## src/rtl/pmp_pkg.sv

```systemverilog
// Shared types and helpers for the sequential PMP checker.
// Entry config layout, address-match modes and scan FSM states.
package pmp_pkg;

    typedef enum logic [1:0] {
        A_OFF   = 2'd0,
        A_TOR   = 2'd1,
        A_NA4   = 2'd2,
        A_NAPOT = 2'd3
    } pmp_a_e;

    typedef enum logic [1:0] {
        ACC_R   = 2'd0,
        ACC_W   = 2'd1,
        ACC_X   = 2'd2,
        ACC_BAD = 2'd3
    } pmp_acc_e;

    typedef enum logic [1:0] {
        S_IDLE,
        S_SCAN,
        S_RESP
    } scan_state_e;

    typedef struct packed {
        logic       l;
        logic [1:0] rsvd;
        pmp_a_e     a;
        logic       x;
        logic       w;
        logic       r;
    } pmp_cfg_t;

    function automatic logic [5:0] trail_ones(input logic [31:0] v);
        logic [5:0] n;
        logic       run;
        n   = '0;
        run = 1'b1;
        for (int i = 0; i < 32; i++) begin
            if (run && v[i]) n = n + 6'd1;
            else             run = 1'b0;
        end
        return n;
    endfunction

    function automatic pmp_cfg_t cfg_clean(input logic [7:0] d);
        pmp_cfg_t c;
        c      = pmp_cfg_t'(d);
        c.rsvd = '0;
        return c;
    endfunction

endpackage

```

## src/rtl/pmp_entry_match.sv

```systemverilog
// Single PMP entry address matcher (combinational), shared by the scan.
// TOR matching exists only when PMP_TOR_EN is defined.
module pmp_entry_match
    import pmp_pkg::*;
(
    input  logic [31:0] addr,
    input  logic [1:0]  size,
    input  logic [31:0] ent_addr,
    input  pmp_a_e      ent_a,
    input  logic [31:0] prev_addr,
    output logic        hit,
    output logic        full
);

    logic [35:0] s_lo, s_hi, lo, hi, mask;
    logic        unused_prev;

    assign unused_prev = ^prev_addr;

    // 36-bit math so the all-ones NAPOT region (2^35 bytes) cannot wrap
    always_comb begin
        s_lo = {4'b0, addr};
        s_hi = s_lo + (36'd1 << size) - 36'd1;
        mask = (36'd8 << trail_ones(ent_addr)) - 36'd1;
        lo   = '0;
        hi   = '0;
        hit  = 1'b0;
        full = 1'b0;
        case (ent_a)
            A_NA4: begin
                lo   = {2'b0, ent_addr, 2'b00};
                hi   = lo + 36'd3;
                hit  = (s_lo >= lo) && (s_lo <= hi);
                full = hit && (s_hi <= hi);
            end
            A_NAPOT: begin
                lo   = {2'b0, ent_addr, 2'b00} & ~mask;
                hi   = lo | mask;
                hit  = (s_lo >= lo) && (s_lo <= hi);
                full = hit && (s_hi <= hi);
            end
`ifdef PMP_TOR_EN
            A_TOR: begin
                lo   = {2'b0, prev_addr, 2'b00};
                hi   = {2'b0, ent_addr, 2'b00};
                hit  = (s_lo >= lo) && (s_lo < hi);
                full = hit && (s_hi < hi);
            end
`endif
            default: ;
        endcase
    end

endmodule

```

## src/rtl/pmp_scan_ctrl.sv

```systemverilog
// Sequential PMP checker: scans entries one per cycle, lowest hit wins.
// Optional feature macro: PMP_TOR_EN (TOR matching and cross-entry lock).
module pmp_scan_ctrl
    import pmp_pkg::*;
#(
    parameter  int N_ENTRIES = 8,
    localparam int IDX_W     = (N_ENTRIES > 1) ? $clog2(N_ENTRIES) : 1
) (
    input  logic             clk,
    input  logic             rst_n,
    input  logic             csr_we,
    input  logic             csr_sel,
    input  logic [IDX_W-1:0] csr_idx,
    input  logic [31:0]      csr_wdata,
    output logic             csr_ready,
    output logic [31:0]      csr_rdata,
    input  logic             req_valid,
    output logic             req_ready,
    input  logic [31:0]      req_addr,
    input  logic [1:0]       req_size,
    input  logic [1:0]       req_acc,
    input  logic             req_mmode,
    output logic             resp_valid,
    input  logic             resp_ready,
    output logic             resp_fault,
    output logic             resp_hit,
    output logic [IDX_W-1:0] resp_idx
);

    localparam logic [IDX_W-1:0] LAST = IDX_W'(N_ENTRIES - 1);

    scan_state_e      state;
    pmp_cfg_t         cfg_q  [N_ENTRIES];
    logic [31:0]      addr_q [N_ENTRIES];
    logic [N_ENTRIES-1:0] addr_lock;
    logic [IDX_W-1:0] idx_q;
    logic [31:0]      a_addr;
    logic [1:0]       a_size;
    logic [1:0]       a_acc;
    logic             a_mmode;
    logic             idx_ok;
    logic             m_hit, m_full;
    logic [31:0]      prev_addr;
    logic             perm, dec_fault;

    assign csr_ready = (state == S_IDLE);
    assign req_ready = (state == S_IDLE) && !csr_we;
    assign idx_ok    = 32'(csr_idx) < N_ENTRIES;

    always_comb begin
        csr_rdata = '0;
        if (idx_ok)
            csr_rdata = csr_sel ? {24'b0, cfg_q[csr_idx]} : addr_q[csr_idx];
    end

    always_comb begin
        for (int i = 0; i < N_ENTRIES; i++) addr_lock[i] = cfg_q[i].l;
`ifdef PMP_TOR_EN
        for (int i = 1; i < N_ENTRIES; i++)
            if (cfg_q[i].l && cfg_q[i].a == A_TOR) addr_lock[i-1] = 1'b1;
`endif
    end

    always_ff @(posedge clk or negedge rst_n) begin
        if (!rst_n) begin
            for (int i = 0; i < N_ENTRIES; i++) begin
                cfg_q[i]  <= '0;
                addr_q[i] <= '0;
            end
        end else if (csr_we && state == S_IDLE && idx_ok) begin
            if (csr_sel) begin
                if (!cfg_q[csr_idx].l) cfg_q[csr_idx] <= cfg_clean(csr_wdata[7:0]);
            end else if (!addr_lock[csr_idx]) begin
                addr_q[csr_idx] <= csr_wdata;
            end
        end
    end

    assign prev_addr = (idx_q == '0) ? 32'd0 : addr_q[idx_q - 1'b1];

    pmp_entry_match u_match (
        .addr      (a_addr),
        .size      (a_size),
        .ent_addr  (addr_q[idx_q]),
        .ent_a     (cfg_q[idx_q].a),
        .prev_addr (prev_addr),
        .hit       (m_hit),
        .full      (m_full)
    );

    always_comb begin
        case (a_acc)
            ACC_R:   perm = cfg_q[idx_q].r;
            ACC_W:   perm = cfg_q[idx_q].w;
            ACC_X:   perm = cfg_q[idx_q].x;
            default: perm = 1'b0;
        endcase
        if (!m_full)                            dec_fault = 1'b1;
        else if (a_mmode && !cfg_q[idx_q].l)    dec_fault = 1'b0;
        else                                    dec_fault = !perm;
    end

    always_ff @(posedge clk or negedge rst_n) begin
        if (!rst_n) begin
            state      <= S_IDLE;
            idx_q      <= '0;
            a_addr     <= '0;
            a_size     <= '0;
            a_acc      <= '0;
            a_mmode    <= 1'b0;
            resp_valid <= 1'b0;
            resp_fault <= 1'b0;
            resp_hit   <= 1'b0;
            resp_idx   <= '0;
        end else begin
            case (state)
                S_IDLE: begin
                    if (req_valid && req_ready) begin
                        a_addr  <= req_addr;
                        a_size  <= req_size;
                        a_acc   <= req_acc;
                        a_mmode <= req_mmode;
                        idx_q   <= '0;
                        if (req_size == 2'd3 || req_acc == ACC_BAD) begin
                            state      <= S_RESP;
                            resp_valid <= 1'b1;
                            resp_fault <= 1'b1;
                            resp_hit   <= 1'b0;
                            resp_idx   <= '0;
                        end else begin
                            state <= S_SCAN;
                        end
                    end
                end
                S_SCAN: begin
                    if (m_hit) begin
                        state      <= S_RESP;
                        resp_valid <= 1'b1;
                        resp_fault <= dec_fault;
                        resp_hit   <= 1'b1;
                        resp_idx   <= idx_q;
                    end else if (idx_q == LAST) begin
                        state      <= S_RESP;
                        resp_valid <= 1'b1;
                        resp_fault <= !a_mmode;
                        resp_hit   <= 1'b0;
                        resp_idx   <= '0;
                    end else begin
                        idx_q <= idx_q + 1'b1;
                    end
                end
                S_RESP: begin
                    if (resp_ready) begin
                        state      <= S_IDLE;
                        resp_valid <= 1'b0;
                    end
                end
                default: state <= S_IDLE;
            endcase
        end
    end

endmodule

```

## config.mk

```make
export PLATFORM = sky130hd
export DESIGN_NAME = pmp_scan_ctrl
export DESIGN_NICKNAME = d
export VERILOG_FILES = /design/src/rtl/pmp_pkg.sv /design/src/rtl/pmp_entry_match.sv /design/src/rtl/pmp_scan_ctrl.sv
export SDC_FILE = /design/constraint.sdc
export NUM_CORES = 1
export LEC_CHECK = 0
export CAP_MARGIN = 20
export CORE_MARGIN = 4
export CORE_UTILIZATION = 50
export CTS_CLUSTER_DIAMETER = 60
export CTS_CLUSTER_SIZE = 28
export DETAILED_ROUTE_END_ITERATION = 12
export HOLD_SLACK_MARGIN = 0.1
export PLACE_DENSITY = 0.66
export SYNTH_ARGS = -nofsm -noshare
export SYNTH_HDL_FRONTEND = slang
export SYNTH_HIERARCHICAL = 1
export SYNTH_SLANG_ARGS = --single-unit
```

## constraint.sdc

```tcl
create_clock -name clk -period 48.3 [get_ports clk]
set_input_delay 9.66 -clock clk [delete_from_list [all_inputs] [get_ports clk]]
set_output_delay 9.66 -clock clk [all_outputs]
set_load 0.02 [all_outputs]
```

### Yosys cells after proc, flatten, opt, wreduce, memory -nomap -nowiden

Index checks and enable logic that the tools add are counted.

| operators by class | value |
|---|---|
| $add $sub $neg | 36 |
| order comparisons | 10 |
| equal/unequal tests | 15 |
| shifts and indexed selects | 2 |
| mux-type cells | 118 |
| bitwise operators | 8 |
| reduce and logical (&&, ||, !) cells | 56 |

Operator list:

| kind | count |
|---|---|
| bitwise mux 256 bit | 1 |
| binary-select mux 32 bit (select 3 bit) | 2 |
| two-way mux 32 bit | 6 |
| adder 6 x 1 -> 6 bit, second input constant | 31 |
| two-way mux 6 bit | 31 |
| demux 32 bit (select 3 bit) | 1 |
| less-or-equal comparator 32 x 36 -> 1 bit | 2 |
| less-or-equal comparator 36 bit | 2 |
| subtractor 36 x 1 -> 36 bit, second input constant | 2 |
| bitwise mux 64 bit | 1 |
| binary-select mux 8 bit (select 3 bit) | 2 |
| two-way mux 1 bit | 46 |
| logical AND 1 bit | 40 |
| two-way mux 8 bit | 5 |
| adder 32 x 36 -> 36 bit | 1 |
| AND 34 x 36 -> 36 bit | 1 |
| >= comparator 32 x 36 -> 1 bit | 1 |
| NOT 36 bit | 1 |
| OR 36 bit | 1 |
| << shifter 1 x 2 -> 36 bit, first input constant | 1 |
| << shifter 4 x 6 -> 36 bit, first input constant | 1 |
| adder 34 x 2 -> 35 bit, second input constant | 1 |
| >= comparator 32 x 34 -> 1 bit | 1 |
| demux 8 bit (select 3 bit) | 1 |
| other kinds (28) | 63 |

| word-level totals | value |
|---|---|
| register bits after elaboration | 368 |
| input bits | 78 |
| logic and storage cells | 311 |

### Logic depth before layout (Yosys ltp)

Gate-level depths: netlist of run 1.

| depth | value |
|---|---|
| depth after elaboration | 79 |
| mapped depth | 145 |
| gate-level depth less buffers | 134 |

### Modules after synthesis

The synthesis of run 1 kept the hierarchy.

Modules (own cells, without submodules):

| module | times used | cells an instance | area an instance (um^2) | seq. area each (um^2) |
|---|---|---|---|---|
| pmp_scan_ctrl | 1 | 1526 | 19859.0 | 8808.4 |
| pmp_entry_match | 1 | 1612 | 11305.8 | 0.0 |

### Least setup slack after synthesis of run 1

OpenSTA, ideal clock, no wires.

| path | value |
|---|---|
| path kind | reg-to-reg |
| start | register idx_q[1] |
| end | register resp_fault |
| arrival | 25020 ps |
| setup slack | 23159 ps |
| cell stages (with the launch flop) | 142 |
| buffers on the path | 11 |
| clock period less this slack | 25141 ps |
| cells stage by stage | dfrtp_1 buf_2 buf_2 buf_2 buf_2 mux4_2 mux2_2 buf_2 inv_1 a21oi_1 ha_1 o21a_1 ha_1 nand3_1 nand2_1 ha_1 mux2_2 nand3_1 [... 106 more ...] o21ai_0 nand2b_1 a21oi_1 o21ai_0 a21o_1 a21o_1 a21o_1 a21oi_1 o31ai_1 a21o_1 a21oi_1 o21ai_0 nand3_1 o21bai_1 and3b_1 clkbuf_1 and4_1 a2111oi_1 |

| on the way | value |
|---|---|
| elaborated cells on any way between the ends | 163 |

RTL lines:

| element | RTL line | RTL |
|---|---|---|
| start, declared | pmp_scan_ctrl.sv:36 | `logic [IDX_W-1:0] idx_q;` |
| start signal, assigned | pmp_scan_ctrl.sv:149 | `idx_q <= idx_q + 1'b1;` |
| NOT 3 -> 4 bit (implied by the code) (*) | pmp_scan_ctrl.sv:84, pmp_scan_ctrl.sv:85 |  |
| binary-select mux 32 bit (select 3 bit) | pmp_scan_ctrl.sv:84 | `.ent_addr (addr_q[idx_q]),` |
| two-way mux 32 bit (implied by the code) (2 in series) | pmp_scan_ctrl.sv:84 |  |
| two-way mux 1 bit | pmp_pkg.sv:40 | `if (run && v[i]) n = n + 6'd1;` |
| adder 6 x 1 -> 6 bit or logical AND 1 bit (tied branches) | pmp_pkg.sv:40 |  |
| two-way mux 6 bit or two-way mux 1 bit (tied branches) | pmp_pkg.sv:40 |  |
| adder 6 x 1 -> 6 bit or logical AND 1 bit (tied branches) | pmp_pkg.sv:40 |  |
| two-way mux 6 bit or two-way mux 1 bit (tied branches) | pmp_pkg.sv:40 |  |
| [... 61 more ...] | - |  |
| AND 34 x 36 -> 36 bit | pmp_entry_match.sv:37 | `lo = {2'b0, ent_addr, 2'b00} & ~mask;` |
| OR 36 bit | pmp_entry_match.sv:38 | `hi = lo \| mask;` |
| less-or-equal comparator 32 x 36 -> 1 bit | pmp_entry_match.sv:39 | `hit = (s_lo >= lo) && (s_lo <= hi);` |
| logical AND 1 bit | pmp_entry_match.sv:39 |  |
| one-hot mux 1 bit (2 select lines) (*) | pmp_entry_match.sv:29 | `case (ent_a)` |
| net m_hit | pmp_scan_ctrl.sv:42 | `logic m_hit, m_full;` |
| inequality test 3 bit (no source line) or two-way mux 1 bit (tied branches) | - |  |
| AND reduction 4 bit (no source line) or one-hot mux 1 bit (2 select lines) (tied branches) | - |  |
| end signal, assigned | pmp_scan_ctrl.sv:139 | `resp_fault <= dec_fault;` |
| end signal, assigned | pmp_scan_ctrl.sv:145 | `resp_fault <= !a_mmode;` |
| end, declared | pmp_scan_ctrl.sv:25 | `output logic resp_fault,` |

Mark *: on every way through the listed nets, which the timed path passes. The rest lies on a longest branch. The select of a mux whose other input is x is not followed.
A chain may end at the register's enable or synchronous reset.

### Final worst setup path of run 1

| path | value |
|---|---|
| start | register idx_q[0] |
| end | register resp_fault |

Same word-level chain as after synthesis.

==> flow_results.org, run 1 <==
** Clock network
- The clock net in this run drives a total of 352 sinks.
- TritonCTS built the clock tree.
- Resized cells post-CTS :: 0
- After clock tree synthesis, the setup repair step added 0 buffers.
- H-tree depth :: 1
- Clock-pin slew was measured on the worst setup and hold paths at 0.09 ns.
- The number of hold buffers added after CTS was 0.
- Clock buffers created by TritonCTS :: 29
- No sink is reached through more buffers than the 3 on the longest clock path.
- Clock latency on the worst-skew pair, taken at its later pin, is 0.62 ns.
- Clock root cell :: sky130_fd_sc_hd__clkbuf_16

** Route
- Via count :: 25,000
- Using the TritonRoute via totals, the vias-per-cell ratio works out to 6.60.
- The routed design has 95,400 µm of wire.
- For this run, design rule violations remaining after detail routing come to 0.
- Number of DRC markers after the initial detailed-route iteration :: 2,142
- Post-route antenna net violation count :: 0
- The first TritonRoute pass finished after 7 iterations.
- After detailed routing, the average wire length per cell comes to 25.2 µm.

** Global route
- Initial antenna violation count :: 4
- The via count of the first global-routing pass came to 25,000.
- Overall track demand over capacity in global routing :: 0.295
- Wire length of the first global-routing pass :: 147,000 µm
- Pin count of the biggest net entering global routing :: 168
- Summed over all layers, the global routing overflow is 0.

** Worst setup path
- Required time of the worst setup path :: 48.79 ns
- Worst reg-to-reg path cell count :: 133
- The worst setup path is launched from a flop.
- Crit path DAT :: 29.35 ns
- For this run, the slowest stage of the critical path takes 0.78 ns.
- By instance count, the cell type seen most on the critical path is sky130_fd_sc_hd__ha_1.
- In this run the critical register-to-register path is launched from idx_q[0].
- Highest-delay cell along the critical path :: sky130_fd_sc_hd__buf_4
- The worst setup path is captured at a flop.
- Worst R2R End :: resp_fault
- The worst register-to-register path has a setup slack of 19.44 ns.
- Critical path class :: flop to flop
- Along the worst path, the maximum fanout reaches 52.

** Timing
- The worst pin sits at a relative slew slack of 0.215.
- The count of pins over their slew limit came to 0.
- Top achievable clock speed :: 34.7 MHz
- Setup repair after global routing left no endpoint under its margin.
- After layout, the worst setup slack is 19.44 ns.
- The worst path in the final design needs a cycle of 28.86 ns, including I/O delays and setup.
- Final hold viol count :: 0
- Final count of negative-setup-slack endpoints :: 0
- Worst-case clock skew :: 0.0228 ns
- At the pin with the least slew margin, the transition time is 1.16 ns.
- Dividing the final minimum period by the clock period gives 0.597.
- Adding up every negative setup slack in the final design gives 0 ns.

** Cells and area
- In the layout the commonest cells are sky130_fd_sc_hd__dfrtp_1 (349), sky130_fd_sc_hd__mux2_2 (317), sky130_fd_sc_hd__nand2_1 (292), sky130_fd_sc_hd__ha_1 (222), sky130_fd_sc_hd__a21oi_1 (147).
- Fraction of final layout cells sized beyond drive strength 1 :: 0.187
- Post-synthesis to final-layout area growth :: 10.0%
- Nets :: 3,292
- Commonest non-fill, non-tap cell in the layout :: sky130_fd_sc_hd__dfrtp_1
- The finished layout holds 3,783 standard cells, fillers aside.

** Hold path
- Path class of the lowest-slack min-delay path :: flop to flop
- The worst hold path begins at resp_hit.
- Counting instances, the worst hold path has a depth of 1.
- Hold worst-path end :: resp_hit

** Place
- At the placement stage, the worst setup path has a slack of 19.85 ns.
- DP Cell Count :: 3,724
- During placement, the flow inserted port buffers numbering 117.
- Detailed placement finished with a half-perimeter wire length of 69,000 µm.
- At the end of routability-driven placement, the weighted congestion stood at 0.995.

** Synthesis
- Averaged over all synthesized cells, the footprint is 9.89 µm².
- In the synthesized netlist, the number of instances is 2,954.
- Post-synthesis instance area :: 29,200 µm²
- Yosys warns :: 6
- Syn nets :: 3,255

** Floorplanning
- Row generation in the floorplan step produced 88 rows.
- Die Footprint :: 62,300 µm²
- Die width :: 250 µm
- The die is 250 µm tall.
- Number of top-level pins :: 118
- The total area inside the core boundary comes to 57,800 µm².
- Initial Util :: 0.505

** Job
- Max-capacitance violation count :: 0

** Outcome
- The flow ran to the end, and the final reports show no timing, DRC or antenna violations.
-- per-stage QoR --
| stage | area (µm²) | utilization | hold slack, ns |
|---|---|---|---|
| after floorplan | 29200 | - | 0.448 |
| after global placement | 31000 | 0.536 | 0.464 |
| after detailed placement | 31000 | 0.536 | 0.479 |
| after CTS | 32100 | 0.555 | 0.497 |
| after global routing | 32100 | 0.556 | 0.520 |
| final | 32100 | 0.556 | 0.492 |
-- critical path, delay by kind of cell, from the launching register on --
kind	cells	cell delay, ns
multiplexers	15	3.70
AO/OA/AOI/OAI	44	7.98
XOR/XNOR	3	1.07
flip-flops	1	0.77
adder cells (fa/ha/maj)	29	9.68
buffers and inverters	6	1.35
AND/OR/NAND/NOR	36	4.07
-- sequential cells by signal, summed over array words and instances (netlist names), 2 cells and up --
name / flops
state: 2
a_size: 2
cfg_q: 40
addr_lock: 8
addr_q: 256
resp_idx: 3
a_addr: 32
a_acc: 2
idx_q: 3
-- area by class of cell --
class	instances	area (µm²)
tap	765	957
antenna	4	10.0
multi-input combinational	2334	19300
inverter	117	439
sequential	352	8820
clock inverter	23	362
clock buffer	31	743
fill	5076	25700
timing repair buffer	157	1500
-- worst max path at each step --
stage / from / to / slack (ns) / cells past startpoint
2_1_floorplan: idx_q[1] / resp_fault / 23.16 / 141
3_3_place_gp: idx_q[0] / idx_q[0] / 20.83 / 132
3_5_place_dp: idx_q[0] / resp_fault / 19.85 / 133
4_1_cts: idx_q[0] / resp_fault / 19.71 / 133
5_1_grt: idx_q[0] / resp_fault / 17.31 / 133
6_report: idx_q[0] / resp_fault / 19.44 / 133
-- per-layer routing --
| metal | global-route usage | share of wire | vias to the layer above |
|---|---|---|---|
| met5 | 0 | 0 | - |
| met4 | 0.114 | 0.044 | 0 |
| met3 | 0.0412 | 0.065 | 255 |
| met2 | 0.499 | 0.48 | 985 |
| met1 | 0.387 | 0.41 | 12600 |
| li1 | - | - | 11200 |
Power of run 1 is not shown: default switching activity piles up to over one toggle a cycle in this logic, so the estimate is an artifact.
==> run 2: changes to the inputs <==
- clock period: 48.3 -> 28 ns (I/O delays scaled with it)
==> flow_results.org, run 2 (synthesized netlist as in run 1, its figures left out) <==
** Global route
- Wire length of the first global-routing pass :: 149,000 µm (was 147,000 µm)
- Overflow after GRT :: 0 (unchanged)
- The maximum number of pins on one net before global-route repair was 111 (was 168).
- The via count of the first global-routing pass came to 25,400 (was 25,000).
- Initial antenna violation count :: 5 (was 4)
- Overall track demand over capacity in global routing :: 0.298 (was 0.295)

** Route
- The number of design-rule violations left by the first detailed-router iteration was 2,363 (was 2,142).
- Post-route antenna net violation count :: 0 (unchanged)
- The wire length on met3 was 6980 µm (was 6200 µm).
- Met2 wire length :: 45,100 µm (was 45,600 µm)
- The wire length on met1 was 40,300 µm (was 39,400 µm).
- DRC errors left :: 0 (unchanged)
- Drt total wl :: 96,100 µm (was 95,400 µm)
- Routed wire length per instance :: 25.3 µm (was 25.2 µm)
- The uppermost signal routing layer after detailed routing was met5 (was met4).
- First drt pass iteration count :: 6 (was 7)
- DR vias/cell :: 6.65 (was 6.60)
- Via count :: 25,300 (was 25,000)

** Floorplanning
- The number of rows created at floorplan came to 88 (unchanged).
- The standard cell core area is 57,800 µm² (unchanged).
- The height of the die is 250 µm (unchanged).
- Number of top-level pins :: 118 (unchanged)
- Die width :: 250 µm (unchanged)
- Initial Util :: 0.505 (unchanged)
- The die area came to 62,300 µm² (unchanged).

** Timing
- The count of pins over their slew limit came to 0 (unchanged).
- The highest attainable clock frequency is 37.6 MHz (was 34.7 MHz).
- PnR worst setup slack :: 1.39 ns (was 19.44 ns)
- The final clock period utilization by the worst path came to 0.950 (was 0.597).
- The minimum clock period is 26.61 ns (was 28.86 ns).
- Final hold viol count :: 0 (unchanged)
- Final count of negative-setup-slack endpoints :: 0 (unchanged)
- The worst slew margin relative to its limit came to 0.277 (was 0.215).
- Slew at the pin closest to its max-slew limit :: 1.07 ns (was 1.16 ns)
- Worst-case clock skew :: 0.0476 ns (was 0.0228 ns)

** Cells and area
- Regs by FF count: addr_q: 256 flops, cfg_q: 40 flops, a_addr: 32 flops (unchanged).
- Leading cell types in the layout, fill and taps excluded :: sky130_fd_sc_hd__dfrtp_1 (349), sky130_fd_sc_hd__mux2_2 (317), sky130_fd_sc_hd__nand2_1 (292), sky130_fd_sc_hd__ha_1 (215), sky130_fd_sc_hd__a21oi_1 (145) (was sky130_fd_sc_hd__dfrtp_1 (349), sky130_fd_sc_hd__mux2_2 (317), sky130_fd_sc_hd__nand2_1 (292), sky130_fd_sc_hd__ha_1 (222), sky130_fd_sc_hd__a21oi_1 (147))
- The number of nets in the finished design was 3,308 (was 3,292).
- Area taken by multi-input logic gates :: 19,400 µm² (was 19,300 µm²)
- Post-synthesis to final-layout area growth :: 11.2% (was 10.0%)
- Commonest non-fill, non-tap cell in the layout :: sky130_fd_sc_hd__dfrtp_1 (unchanged)
- The register bank with the most flops is addr_q (unchanged).
- The share of final-layout standard cells stronger than drive strength 1 came to 0.199 (was 0.187).
- Sequential cell area in the final layout :: 8820 µm² (unchanged)
- Number of inserted filler cells in the final layout :: 4,996 (was 5,076)
- The flip-flop count of the largest register after layout came to 256 (unchanged).

** Place
- Buffers added on ports :: 117 (unchanged)
- The final RePlAce weighted congestion is 1.01 (was 0.995).
- The post-detailed-placement half-perimeter wirelength was 68,200 µm (was 69,000 µm).
- Post-placement worst setup slack :: 0.171 ns (was 19.85 ns)

** Hold path
- Path class of the lowest-slack min-delay path :: flop to flop (unchanged)

** Clock network
- Clock latency of the later-clocked register in the worst-skew pair :: 0.60 ns (was 0.62 ns)
- The CTS tree was built (unchanged).
- Hold buffers post-CTS :: 0 (unchanged)
- The maximum buffer depth of the clock tree was 3 (unchanged).
- Number of clock sinks seen by CTS :: 352 (unchanged)
- H-tree depth :: 2 (was 1)
- Clock buffers created by TritonCTS :: 34 (was 29)
- Clock root cell :: sky130_fd_sc_hd__clkbuf_16 (unchanged)
- Clock transition at the registers of the reported paths :: 0.07 ns (was 0.09 ns)

** Worst setup path
- Kind of start point of the critical path :: flop (unchanged)
- The critical path data arrival time was 27.05 ns (was 29.35 ns).
- The most prevalent standard cell on the critical path is sky130_fd_sc_hd__ha_1 (unchanged).
- The critical path start-end classification is flop to flop (unchanged).
- The nature of the critical path endpoint is a flop (unchanged).
- The maximum fanout encountered on the critical timing path is 18 (was 52).
- Delay of the slowest critical-path stage :: 0.50 ns (was 0.78 ns)
- Required time of the worst setup path :: 28.43 ns (was 48.79 ns)
- The cell type of the slowest stage on the worst timing path is sky130_fd_sc_hd__o32ai_2 (was sky130_fd_sc_hd__buf_4).

** Outcome
- Status: complete, no violations (unchanged).

** Job
- Max-capacitance violation count :: 0 (unchanged)
==> run 2: changes by cell type in the layout (fill, tap and decap cells not counted), moves of 3 or more <==
| cell | change |
|---|---|
| sky130_fd_sc_hd__buf_4 | +11 |
| sky130_fd_sc_hd__ha_1 | -7 |
| sky130_fd_sc_hd__clkbuf_16 | +5 |
| sky130_fd_sc_hd__clkinv_8 | -4 |
| sky130_fd_sc_hd__ha_2 | +4 |
| sky130_fd_sc_hd__clkinv_2 | +3 |
| sky130_fd_sc_hd__diode_2 | -3 |
| sky130_fd_sc_hd__ha_4 | +3 |
| sky130_fd_sc_hd__nor2_1 | -3 |
==> run 2: final timing paths <==
path | from | end | slack [ns] | cells after the start
min | resp_hit | resp_hit | 0.48 | 1
min in group asynchronous | rst_n | a_addr[15] | 5.08 | 1
max | idx_q[0] | resp_fault | 1.39 | 132
min reg2reg | resp_hit | resp_hit | 0.48 | 1
max reg2reg | idx_q[0] | resp_fault | 1.39 | 132
max in group asynchronous | rst_n | addr_q[134] | 20.56 | 3
==> run 2: layout make-up <==
class | count | area share
diodes | 1 | 0.0000771
clock buffers | 36 | 0.0270
clock inverters | 26 | 0.0117
inverters | 117 | 0.0135
multi-input cells | 2334 | 0.599
flip-flops and latches | 352 | 0.272
well taps | 765 | 0.0295
repair buffers | 168 | 0.0482
==> run 2: critical path: cells and delay by family, from the launching register on <==
kind / cells / cell delay (ns)
fa+ha+maj: 30 / 9.40
flops: 1 / 0.48
xor+xnor: 3 / 0.87
compound gates: 44 / 7.54
buf+inv: 6 / 0.74
simple gates: 34 / 3.82
mux: 15 / 3.56
==> run 2: metrics by stage <==
step | area (µm²) | cells | util | setup TNS (ns) | hold WS, ns
5_1_grt | 32500 | 3799 | 0.562 | -1.34 | 0.515
2_1_floorplan | 29200 | 2954 | - | 0 | 0.448
3_5_place_dp | 31000 | 3729 | 0.537 | 0 | 0.469
4_1_cts | 32300 | 3791 | 0.558 | 0 | 0.484
6_report | 32500 | 3799 | 0.562 | 0 | 0.481
3_3_place_gp | 31000 | 3729 | 0.537 | 0 | 0.462
==> run 2: what timing repair did <==
action / CTS / global route
setup endpoints to repair: 0 / 11
buffers inserted: 0 / 7
gates resized for setup: 0 / 31
==> run 2: routing by layer <==
metal | track usage | up-vias
met5 | 0 | -
met1 | 0.402 | 12700
li1 | - | 11200
met3 | 0.0449 | 240
met2 | 0.490 | 1140
met4 | 0.110 | 4
Power of run 2 is left out for the same reason.
==> run 3: changes to the inputs <==
- SLEW_MARGIN: unset -> 20
==> results of run 3 <==
Final layout, timing and power as in run 2 (identical DEF).
Power of run 3 is left out for the same reason.
